--- src/rtl/noc_pkg.sv ---
// rtl/noc_pkg.sv - shared NoC defaults, VC encoding and packet type
package noc_pkg;

  localparam int PACKET_WIDTH = 64;
  localparam int NUM_REQ      = 4;
  localparam int VC_BIT       = PACKET_WIDTH - 1;

  localparam logic VC0 = 1'b0;
  localparam logic VC1 = 1'b1;

  typedef logic [PACKET_WIDTH-1:0] packet_t;

  function automatic logic packet_vc(input packet_t pkt);
    return pkt[VC_BIT];
  endfunction

endpackage

--- src/rtl/noc_rr_picker.sv ---
// rtl/noc_rr_picker.sv - combinational circular priority search starting after rr_ptr
module noc_rr_picker #(
  parameter int NUM_REQ = 4,
  parameter int IDX_W   = 2
) (
  input  logic [NUM_REQ-1:0] eligible,
  input  logic [IDX_W-1:0]   rr_ptr,
  output logic [NUM_REQ-1:0] gnt,
  output logic [IDX_W-1:0]   gnt_idx,
  output logic               any_gnt
);

  always_comb begin
    gnt     = '0;
    gnt_idx = rr_ptr;
    any_gnt = 1'b0;
    // Offsets 1..NUM_REQ visit rr_ptr+1 first and the last winner last.
    for (int k = 1; k <= NUM_REQ; k++) begin
      if (!any_gnt && eligible[(int'(rr_ptr) + k) % NUM_REQ]) begin
        any_gnt = 1'b1;
        gnt_idx = IDX_W'((int'(rr_ptr) + k) % NUM_REQ);
      end
    end
    if (any_gnt) begin
      gnt[gnt_idx] = 1'b1;
    end
  end

endmodule

--- src/rtl/noc_output_arbiter.sv ---
// rtl/noc_output_arbiter.sv - polarity-phased round-robin output scheduler with per-VC buffers
// Optional ARB_PERF_CNT_EN adds saturating pkt_cnt/stall_cnt outputs.
module noc_output_arbiter #(
  parameter int NUM_REQ      = noc_pkg::NUM_REQ,
  parameter int PACKET_WIDTH = noc_pkg::PACKET_WIDTH
) (
  input  logic                            clk,
  input  logic                            reset,
  input  logic                            polarity,
  input  logic [NUM_REQ-1:0]              req,
  input  logic [NUM_REQ*PACKET_WIDTH-1:0] req_data,
  output logic [NUM_REQ-1:0]              gnt,
  input  logic                            ro,
  output logic                            so,
  output logic [PACKET_WIDTH-1:0]         do_data
`ifdef ARB_PERF_CNT_EN
  ,
  output logic [15:0]                     pkt_cnt,
  output logic [15:0]                     stall_cnt
`endif
);
  import noc_pkg::*;

  localparam int IDX_W  = (NUM_REQ > 1) ? $clog2(NUM_REQ) : 1;
  localparam int VC_MSB = PACKET_WIDTH - 1;

  logic [1:0]              buf_full;
  logic [PACKET_WIDTH-1:0] buf_data [2];
  logic [IDX_W-1:0]        rr_ptr;

  logic [NUM_REQ-1:0]      eligible;
  logic [NUM_REQ-1:0]      pick_gnt;
  logic [IDX_W-1:0]        pick_idx;
  logic                    any_gnt;
  logic [PACKET_WIDTH-1:0] pick_pkt;
  logic                    fill_vc;
  logic                    drain_vc;
  logic                    drain_go;

  assign fill_vc  = polarity ? VC1 : VC0;
  assign drain_vc = ~fill_vc;
  assign drain_go = buf_full[drain_vc] & ro;

  // Gating with reset keeps gnt low while the block is held in reset.
  always_comb begin
    eligible = '0;
    for (int i = 0; i < NUM_REQ; i++) begin
      eligible[i] = reset & req[i] & ~buf_full[fill_vc]
                  & (req_data[i*PACKET_WIDTH + VC_MSB] == fill_vc);
    end
  end

  noc_rr_picker #(
    .NUM_REQ (NUM_REQ),
    .IDX_W   (IDX_W)
  ) u_picker (
    .eligible (eligible),
    .rr_ptr   (rr_ptr),
    .gnt      (pick_gnt),
    .gnt_idx  (pick_idx),
    .any_gnt  (any_gnt)
  );

  assign gnt      = pick_gnt;
  assign pick_pkt = req_data[int'(pick_idx)*PACKET_WIDTH +: PACKET_WIDTH];

  // Fill and drain always address opposite buffers, so both may update on one edge.
  always_ff @(posedge clk or negedge reset) begin
    if (!reset) begin
      buf_full    <= '0;
      buf_data[0] <= '0;
      buf_data[1] <= '0;
      rr_ptr      <= IDX_W'(NUM_REQ - 1);
      so          <= 1'b0;
      do_data     <= '0;
    end else begin
      so <= drain_go;
      if (drain_go) begin
        do_data            <= buf_data[drain_vc];
        buf_full[drain_vc] <= 1'b0;
      end
      if (any_gnt) begin
        buf_data[fill_vc] <= pick_pkt;
        buf_full[fill_vc] <= 1'b1;
        rr_ptr            <= pick_idx;
      end
    end
  end

`ifdef ARB_PERF_CNT_EN
  logic stall;
  assign stall = buf_full[drain_vc] & ~ro;

  always_ff @(posedge clk or negedge reset) begin
    if (!reset) begin
      pkt_cnt   <= '0;
      stall_cnt <= '0;
    end else begin
      if (drain_go && pkt_cnt != 16'hFFFF) begin
        pkt_cnt <= pkt_cnt + 16'd1;
      end
      if (stall && stall_cnt != 16'hFFFF) begin
        stall_cnt <= stall_cnt + 16'd1;
      end
    end
  end
`endif

endmodule

--- config.mk ---
export PLATFORM = sky130hd
export DESIGN_NAME = noc_output_arbiter
export DESIGN_NICKNAME = d
export VERILOG_FILES = /design/src/rtl/noc_pkg.sv /design/src/rtl/noc_rr_picker.sv /design/src/rtl/noc_output_arbiter.sv
export SDC_FILE = /design/constraint.sdc
export NUM_CORES = 1
export LEC_CHECK = 0
export BUFFER_PORTS_ARGS = -buffer_cell sky130_fd_sc_hd__buf_2
export CORE_MARGIN = 2
export CORE_UTILIZATION = 55
export CTS_BUF_LIST = sky130_fd_sc_hd__clkbuf_2 sky130_fd_sc_hd__clkbuf_4 sky130_fd_sc_hd__clkbuf_8
export CTS_CLUSTER_SIZE = 10
export DETAILED_ROUTE_END_ITERATION = 10
export HOLD_SLACK_MARGIN = 0.1
export PLACE_DENSITY = 0.85
export SLEW_MARGIN = 20
export SYNTH_ARGS = -nofsm -noshare
export SYNTH_HDL_FRONTEND = slang
export SYNTH_HIERARCHICAL = 1
export SYNTH_SLANG_ARGS = --single-unit
export TNS_END_PERCENT = 10
--- constraint.sdc ---
create_clock -name clk -period 5.82 [get_ports clk]
set_input_delay 0.582 -clock clk [delete_from_list [all_inputs] [get_ports clk]]
set_output_delay 0.582 -clock clk [all_outputs]
set_load 0.1 [all_outputs]
==> reports/qor.csv, run 1 <==
metric,value,unit
busiest_layer,met2,
use_met1,0.361,
fmax,0.251,GHz
avgSynthCellArea,11.2,um^2
setup_tns,0,ns
yosysSeqAreaShare,0.474,
dp_cells,1415,
cts_root_buffer,clkbuf_8,
p_leak,5.93,nW
fin_ws,1.83,ns
ir_drop,0.000307,V
worstHoldPathType,in2async,
row_count,50,
antenna_found_initial,4,
fin_util,0.666,
pin_count,333,
grt_use_total,0.285,
nFillCells,1437,
start_kind,input port,
status,finished clean,
crit_path_max_fanout,63,
first_global_vias,8797,
tightest_slew,1.09,ns
synth_area,10400,um^2
gr-total-overflow,0,
met3_usage,0.0584,
wire_per_inst,20.0,um
synthDistinctLibCells,35,
synth-seq-cells,197,
hold_viol,0,
finalCritPeriodShare,0.686,
pre_cts_ws,1.41,ns
cts.sinks,197,
skew,0.0157,ns
crit_required,6.13,ns
drt_iter0_drc,576,
via_per_inst,6.20,
synth_nets,1195,
cts_resized,0,
period_minus_slack,3.99,ns
slew_violations,0,
arrival,4.30,ns
first_pass_iters,7,
grt_max_degree,74,
clk_pin_slew,0.11,ns
postLayoutCellArea,12400,um^2
coreArea,18600,um^2
cts-buffers-inserted,17,
dieWidth,142,um
instances_no_fill,1450,
hpwl,18.7,mm
mostFrequentLayoutCell,buf_2,
rsz0062_at_grt,no,
postCtsSetupBuffers,0,
endpoint_kind,register,
start_util,0.559,
setup_viol,0,
synthCells,931,
cts_tree,built,
layout_common_cells,"buf_2 (329), dfrtp_1 (195), mux2i_1 (192), nand2_1 (137), a21oi_1 (73)",
critPathKind,in2reg,
placed_area,12000,um^2
port_buffers,332,
grt_use_met2,0.476,
dieArea,20100,um^2
routabilityCongestion,0.783,
chipHeight,142,um
yosysWarnings,6,
totalWireLength,29.0,mm
relSlewSlack,0.273,
ctsHoldBuffers,0,
num_vias,8985,
cts_buffer_depth,2,
nNetsFinal,1464,
area_growth_syn_to_layout,19.3,%
drive_above_1_share,0.373,
clkLatencyLatePin,0.47,ns
cap_violations,0,
htreeDepth,4,
grt_pass1_wl,45.2,mm
route.detailed.drc,0,
ant_nets,0,
p_per_area,600,nW/um^2
==> cell usage after synthesis <==
master,instances,area share
o22ai_1,2,0.0012
buf_6,7,0.0076
nand2_1,138,0.050
mux2i_1,192,0.18
inv_1,5,0.0018
nand2b_1,3,0.0018
a21boi_0,1,0.00072
nand2_2,1,0.00060
a21o_1,1,0.00072
o21a_1,1,0.00072
nand3_2,1,0.00096
o21bai_1,1,0.00072
dfstp_2,2,0.0050
buf_2,57,0.027
a2bb2oi_1,1,0.00084
nand2b_2,1,0.00084
nor2_1,8,0.0029
o21ai_0,2,0.00096
a311o_1,1,0.00096
nor2b_1,2,0.0012
nor3_1,4,0.0019
a32o_1,1,0.00096
dfrtp_1,195,0.47
a21oi_1,73,0.035
o221ai_2,59,0.085
o221ai_1,69,0.058
or2_1,1,0.00060
o221a_2,2,0.0022
mux2_2,3,0.0032
clkbuf_1,19,0.0068
buf_1,6,0.0022
buf_4,6,0.0043
a31oi_1,64,0.038
and2b_1,1,0.00072
and2_2,1,0.00072
==> where the power goes <==
part	total (mW)	switching, mW	internal, mW
Clock	0.874	0.518	0.357
Sequential	2.40	0.372	2.02
Combinational	4.18	3.06	1.12
==> state kept, by name, summed over array words and instances, names as in the netlist <==
signal    cells
buf_data    128
do_data      64
buf_full      2
rr_ptr        2
so            1
==> through the flow <==
step / hold WS, ns / power (mW)
after floorplan: 0.286 / 5.77
after global placement: 0.467 / 6.47
after detailed placement: 0.470 / 6.59
after CTS: 0.112 / 7.47
after global routing: 0.123 / 7.84
final: 0.0956 / 7.45
==> per-layer routing <==
layer  share of wire  vias up
li1                -     4108
met1            0.40     4399
met2            0.49      409
met4           0.032        2
met5         0.00045        -
met3           0.075       67
==> final cells by class <==
class | count | area [um^2] | area share
antenna | 3 | 7.51 | 0.000604
clock buffer | 18 | 241 | 0.0194
clock inverter | 14 | 143 | 0.0115
inverter | 5 | 18.8 | 0.00151
multi-input combinational | 634 | 4990 | 0.402
sequential | 197 | 4930 | 0.397
tap | 234 | 293 | 0.0236
timing repair buffer | 345 | 1800 | 0.145
==> critical path: stages <==
cell and delay, ns:
buf_4 0.64, nor2b_1 0.34, a21oi_1 0.11, nor2_1 0.39, nor2_1 0.16, o22ai_1 0.19, a21o_4 0.84, buf_12 0.35
mux2i_1 0.36, o221ai_1 0.19
==> cells by family after synthesis <==
group | count (synthesis) | synth area share
buffers and inverters | 100 | 0.0501
muxes | 195 | 0.188
DFF | 197 | 0.474
AOI/OAI and AO/OA | 278 | 0.227
and+or+nand+nor | 161 | 0.0620
==> path summary, 6_finish.rpt <==
check / start / slack (ns) / cells after the start / to
setup reg to reg: buf_full[1] / 2.34 / 9 / buf_data[75]
min in group clk: req_data[122] / 0.44 / 3 / buf_data[58]
hold reg to reg: buf_data[112] / 0.50 / 2 / buf_data[112]
setup / recovery: polarity / 1.83 / 10 / buf_data[75]
hold / removal: reset / 0.1 / 1 / buf_data[102]
max in group asynchronous: reset / 4.39 / 2 / buf_data[81]
Note: power is estimated with default switching activity, not from simulation.
==> inputs of run 2 (changes only) <==
--- a/config.mk
+++ b/config.mk
@@ -7,12 +7,12 @@
 export LEC_CHECK = 0
 export BUFFER_PORTS_ARGS = -buffer_cell sky130_fd_sc_hd__buf_2
 export CORE_MARGIN = 2
-export CORE_UTILIZATION = 55
+export CORE_UTILIZATION = 53
 export CTS_BUF_LIST = sky130_fd_sc_hd__clkbuf_2 sky130_fd_sc_hd__clkbuf_4 sky130_fd_sc_hd__clkbuf_8
 export CTS_CLUSTER_SIZE = 10
 export DETAILED_ROUTE_END_ITERATION = 10
 export HOLD_SLACK_MARGIN = 0.1
-export PLACE_DENSITY = 0.85
+export PLACE_DENSITY = 0.83
 export SLEW_MARGIN = 20
 export SYNTH_ARGS = -nofsm -noshare
 export SYNTH_HDL_FRONTEND = slang
==> constraint.sdc (replaced) <==
create_clock -name clk -period 4.1 [get_ports clk]
set_input_delay 0.41 -clock clk [delete_from_list [all_inputs] [get_ports clk]]
set_output_delay 0.41 -clock clk [all_outputs]
set_load 0.1 [all_outputs]
==> reports/qor.csv, run 2 (synthesized netlist as in run 1, its figures left out) <==
metric,value,unit
cts.sinks,197,
grt_max_degree,76,
endpoint_kind,register,
coreArea,19400,um^2
postCtsSetupBuffers,0,
p_seq_frac,0.319,
period_minus_slack,3.39,ns
cts_buffer_depth,2,
cp.buffers_inverters,3,
critPathKind,in2reg,
finalCritPeriodShare,0.826,
pin_count,333,
nNetsFinal,1473,
area_growth_syn_to_layout,21.1,%
cp_cell_sequence,dlygate4sd3_1 -> clkbuf_8 -> nand2_1 -> nor2_1 -> nor2_1 -> o22ai_1 -> a21o_4 -> buf_12 -> mux2i_1 -> o221ai_1,
setup_tns,0,ns
crit_slowest_cell,a21o_4,
p_switching,5.55,mW
grt_pass1_wl,46.5,mm
placed_area,12200,um^2
skew,0.0125,ns
total_power,10.7,mW
via_per_inst,6.12,
drive_above_1_share,0.376,
postLayoutCellArea,12600,um^2
ant_nets,0,
first_pass_iters,5,
start_util,0.537,
tightest_slew,0.971,ns
ir_drop,0.000503,V
route.detailed.drc,0,
chipHeight,144,um
clockPowerShare,0.123,
crit_path_max_fanout,45,
fmax,0.295,GHz
diodes,0,
first_global_vias,8996,
routabilityCongestion,0.814,
clkLatencyLatePin,0.46,ns
cts_tree,built,
cap_violations,0,
slew_violations,0,
cts_root_buffer,clkbuf_8,
crit_path_frequent_cell,nor2_1,
hold_viol,0,
largest-register,buf_data,
p_int,5.11,mW
num_vias,9105,
clk_pin_slew,0.10,ns
worstHoldPathType,in2reg,
sw_frac_of_total,0.521,
antenna_found_initial,1,
htreeDepth,4,
cp_top_family,buffers and inverters,
relSlewSlack,0.353,
cp_slowest_stage_delay,0.57,ns
hold_depth,3,
gr-total-overflow,0,
layout_common_cells,"buf_2 (329), dfrtp_1 (195), mux2i_1 (192), nand2_1 (137), a21oi_1 (73)",
row_count,51,
p_leak,6.02,nW
rsz0062_at_grt,no,
status,finished clean,
reg2reg_slack,1.01,ns
reg2regPathDepth,9,
dieArea,20800,um^2
crit_cells,10,
grt_use_total,0.287,
biggestRegsByFlops,"buf_data (128), do_data (64)",
comb_power_share,0.558,
wire_per_inst,19.9,um
setup_viol,0,
drt_iter0_drc,552,
hold_slack,0.266,ns
port_buffers,332,
cts-buffers-inserted,17,
mostFrequentLayoutCell,buf_2,
start_kind,input port,
arrival,3.68,ns
dieWidth,144,um
totalWireLength,29.6,mm
hpwl,19.5,mm
p_per_area,845,nW/um^2
crit_required,4.39,ns
largest_reg_flops,128,
run 2: cell count changes in the layout (fill, tap and decap cells not counted), sizes merged:
cell and change:
bufinv +2, buf +8, inv -2, clkinvlp -2, clkbuf -1, clkinv +3
diode -3, dlygate4sd3 +1
run 2: cell type report:
cell class	instances	area, um^2
clock buffers	17	234
clock inverters	15	176
fillers	1593	6790
inverters	5	18.8
multi-input cells	634	4990
flip-flops and latches	197	4930
well taps	265	332
repair buffers	354	1930
run 2: path summary, 6_finish.rpt:
path                                  to     startpoint
max                          buf_data[1]          reset
min                          buf_data[8]   req_data[72]
max reg2reg                  buf_data[1]    buf_full[1]
min reg2reg                buf_data[102]  buf_data[102]
max in group asynchronous   buf_data[54]          reset
min in group asynchronous   buf_data[63]          reset
run 2: power groups by stage:
stage	registers [mW]	clock network [mW]	logic, mW
2_1_floorplan	5.65	0	2.53
3_3_place_gp	3.38	0	5.83
3_5_place_dp	3.43	0	5.93
4_1_cts	3.39	1.34	5.95
5_1_grt	3.51	1.42	6.30
6_report	3.40	1.31	5.94
run 2: metal layers:
layer	vias to the layer above	track usage	part of all wire
met2	460	0.493	0.50
met3	59	0.0523	0.069
li1	4131	-	-
met1	4453	0.363	0.41
met5	-	0	0.00054
met4	2	0.106	0.023
run 2: per-stage QoR:
step,util,setup WS (ns),std cells
after detailed placement,0.629,0.835,1454
final,0.650,0.713,1487
after global placement,0.629,0.922,1454
after floorplan,-,0.162,931
after CTS,0.650,0.768,1487
after global routing,0.650,0.515,1487
run 2: tightest hold or removal path: stages:
cell and delay, ns:
buf_2 0.07, mux2i_1 0.08, o221ai_2 0.12
run 2: timing repair:
action | CTS | global route
gates resized for setup | 0 | 0
endpoints found under the hold margin | 40 | 0
hold buffers | 1 | 0
endpoints found under the setup margin | 0 | 0
==> inputs of run 3 (changes only) <==
--- a/config.mk
+++ b/config.mk
@@ -7,12 +7,12 @@
 export LEC_CHECK = 0
 export BUFFER_PORTS_ARGS = -buffer_cell sky130_fd_sc_hd__buf_2
 export CORE_MARGIN = 2
-export CORE_UTILIZATION = 53
+export CORE_UTILIZATION = 48
 export CTS_BUF_LIST = sky130_fd_sc_hd__clkbuf_2 sky130_fd_sc_hd__clkbuf_4 sky130_fd_sc_hd__clkbuf_8
 export CTS_CLUSTER_SIZE = 10
 export DETAILED_ROUTE_END_ITERATION = 10
 export HOLD_SLACK_MARGIN = 0.1
-export PLACE_DENSITY = 0.83
+export PLACE_DENSITY = 0.79
 export SLEW_MARGIN = 20
 export SYNTH_ARGS = -nofsm -noshare
 export SYNTH_HDL_FRONTEND = slang
==> constraint.sdc (replaced) <==
create_clock -name clk -period 2.8 [get_ports clk]
set_input_delay 0.28 -clock clk [delete_from_list [all_inputs] [get_ports clk]]
set_output_delay 0.28 -clock clk [all_outputs]
set_load 0.1 [all_outputs]
==> reports/qor.csv, run 3 (synthesized netlist as in run 1, its figures left out) <==
metric,value,unit
fmax,0.384,GHz
fin_util,0.609,
htreeDepth,4,
grt_pass1_wl,47.2,mm
tightest_slew,0.986,ns
setup_tns,0,ns
drive_above_1_share,0.378,
diodes,0,
start_kind,register,
routabilityCongestion,0.815,
row_count,53,
grt_max_degree,77,
hpwl,20.0,mm
p_leak,6.14,nW
start_util,0.492,
dieWidth,151,um
cts.sinks,197,
cap_violations,0,
setup_viol,0,
drt_iter0_drc,481,
crit_required,2.52,ns
slew_violations,0,
p_per_area,1220,nW/um^2
hold_depth,3,
reg2reg_slack,0.37,ns
ant_nets,0,
endpoint_kind,output pin,
gr-total-overflow,0,
status,finished clean,
first_pass_iters,5,
route.detailed.drc,0,
first_global_vias,9057,
layout_common_cells,"buf_2 (329), dfrtp_1 (195), mux2i_1 (192), nand2_1 (137), a21oi_1 (73)",
via_per_inst,5.97,
clkLatencyLatePin,0.49,ns
rr_endpoint,buf_data[116],
cts_root_buffer,clkbuf_8,
regToRegStartpoint,buf_full[1],
largest-register,buf_data,
mostFrequentLayoutCell,buf_2,
biggestRegsByFlops,"buf_data (128), do_data (64)",
cts_buffer_depth,2,
hp-start,req_data[203],
clk_pin_slew,0.11,ns
finalCritPeriodShare,0.931,
reg2regPathDepth,9,
worstHoldPathType,in2reg,
largest_reg_flops,128,
port_buffers,332,
grt_use_total,0.265,
area_growth_syn_to_layout,23.6,%
skew,0.0231,ns
pin_count,333,
cts_tree,built,
critPathKind,reg2out,
relSlewSlack,0.343,
num_vias,9076,
rsz0062_at_grt,no,
ir_drop,0.000946,V
whs_endpoint,buf_data[11],
coreArea,21200,um^2
period_minus_slack,2.61,ns
nNetsFinal,1496,
arrival,2.33,ns
antenna_found_initial,0,
totalWireLength,30.7,mm
wire_per_inst,20.2,um
hold_viol,0,
dieArea,22900,um^2
cts-buffers-inserted,17,
crit_path_max_fanout,4,
chipHeight,151,um
[run 3: timing repair]
item / 4_1_cts / 5_1_grt
buffers inserted: 0 / 0
gates resized for setup: 0 / 1
setup endpoints to repair: 0 / 1
hold buffers: 15 / 0
hold endpoints to repair: 131 / 0
[run 3: how the worst max path moves through the flow]
stage / from / to / slack [ns] / depth (start not counted)
3_3_place_gp: polarity / buf_data[1] / 0.32 / 11
2_1_floorplan: polarity / buf_data[100] / 0.22 / 13
6_report: buf_full[1] / gnt[1] / 0.19 / 8
4_1_cts: buf_full[1] / gnt[1] / 0.08 / 8
5_1_grt: buf_full[0] / gnt[1] / 0.01 / 8
3_5_place_dp: polarity / buf_data[116] / 0.23 / 10
[run 3: power breakdown]
group / leakage [nW] / switching [mW] / internal (mW) / total, mW
Clock: 0.202 / 1.12 / 0.772 / 1.89
Combinational: 3.57 / 6.35 / 2.45 / 8.80
Sequential: 2.38 / 0.776 / 4.20 / 4.98
[run 3: final cells by class]
cell class / instances / area [um^2]
Tap cell: 275 / 344
Fill cell: 1783 / 8280
Multi-Input combinational cell: 634 / 5000
Sequential cell: 197 / 4930
Clock buffer: 19 / 255
Clock inverter: 13 / 140
Inverter: 5 / 18.8
Timing Repair Buffer: 377 / 2190
[run 3: layer usage]
metal | vias up | track usage | share of wire
li1 | 4151 | - | -
met1 | 4451 | 0.346 | 0.41
met2 | 424 | 0.451 | 0.50
met3 | 50 | 0.0416 | 0.065
met4 | 0 | 0.0879 | 0.024
met5 | - | 0 | 0
[run 3: worst max-delay path, cell delays in order, from the launching register on]
cell and delay [ns]:
dfrtp_1 0.42, nor2b_2 0.19, a21oi_1 0.09, nor2_1 0.20, buf_4 0.16, a2bb2oi_1 0.18, o22ai_1 0.11, and2_2 0.21
buf_2 0.29
[run 3: through the flow]
| stage | power [mW] | area [um^2] | cells | setup slack (ns) | hold WS [ns] |
|---|---|---|---|---|---|
| global route | 16.5 | 12900 | 1520 | 0.0132 | 0.107 |
| floorplan | 12.0 | 10400 | 931 | 0.215 | -0.0156 |
| CTS | 15.7 | 12900 | 1520 | 0.0824 | 0.100 |
| detailed placement | 13.8 | 12300 | 1473 | 0.233 | 0.295 |
| global placement | 13.6 | 12300 | 1473 | 0.318 | 0.297 |
| finish | 15.7 | 12900 | 1520 | 0.194 | 0.116 |
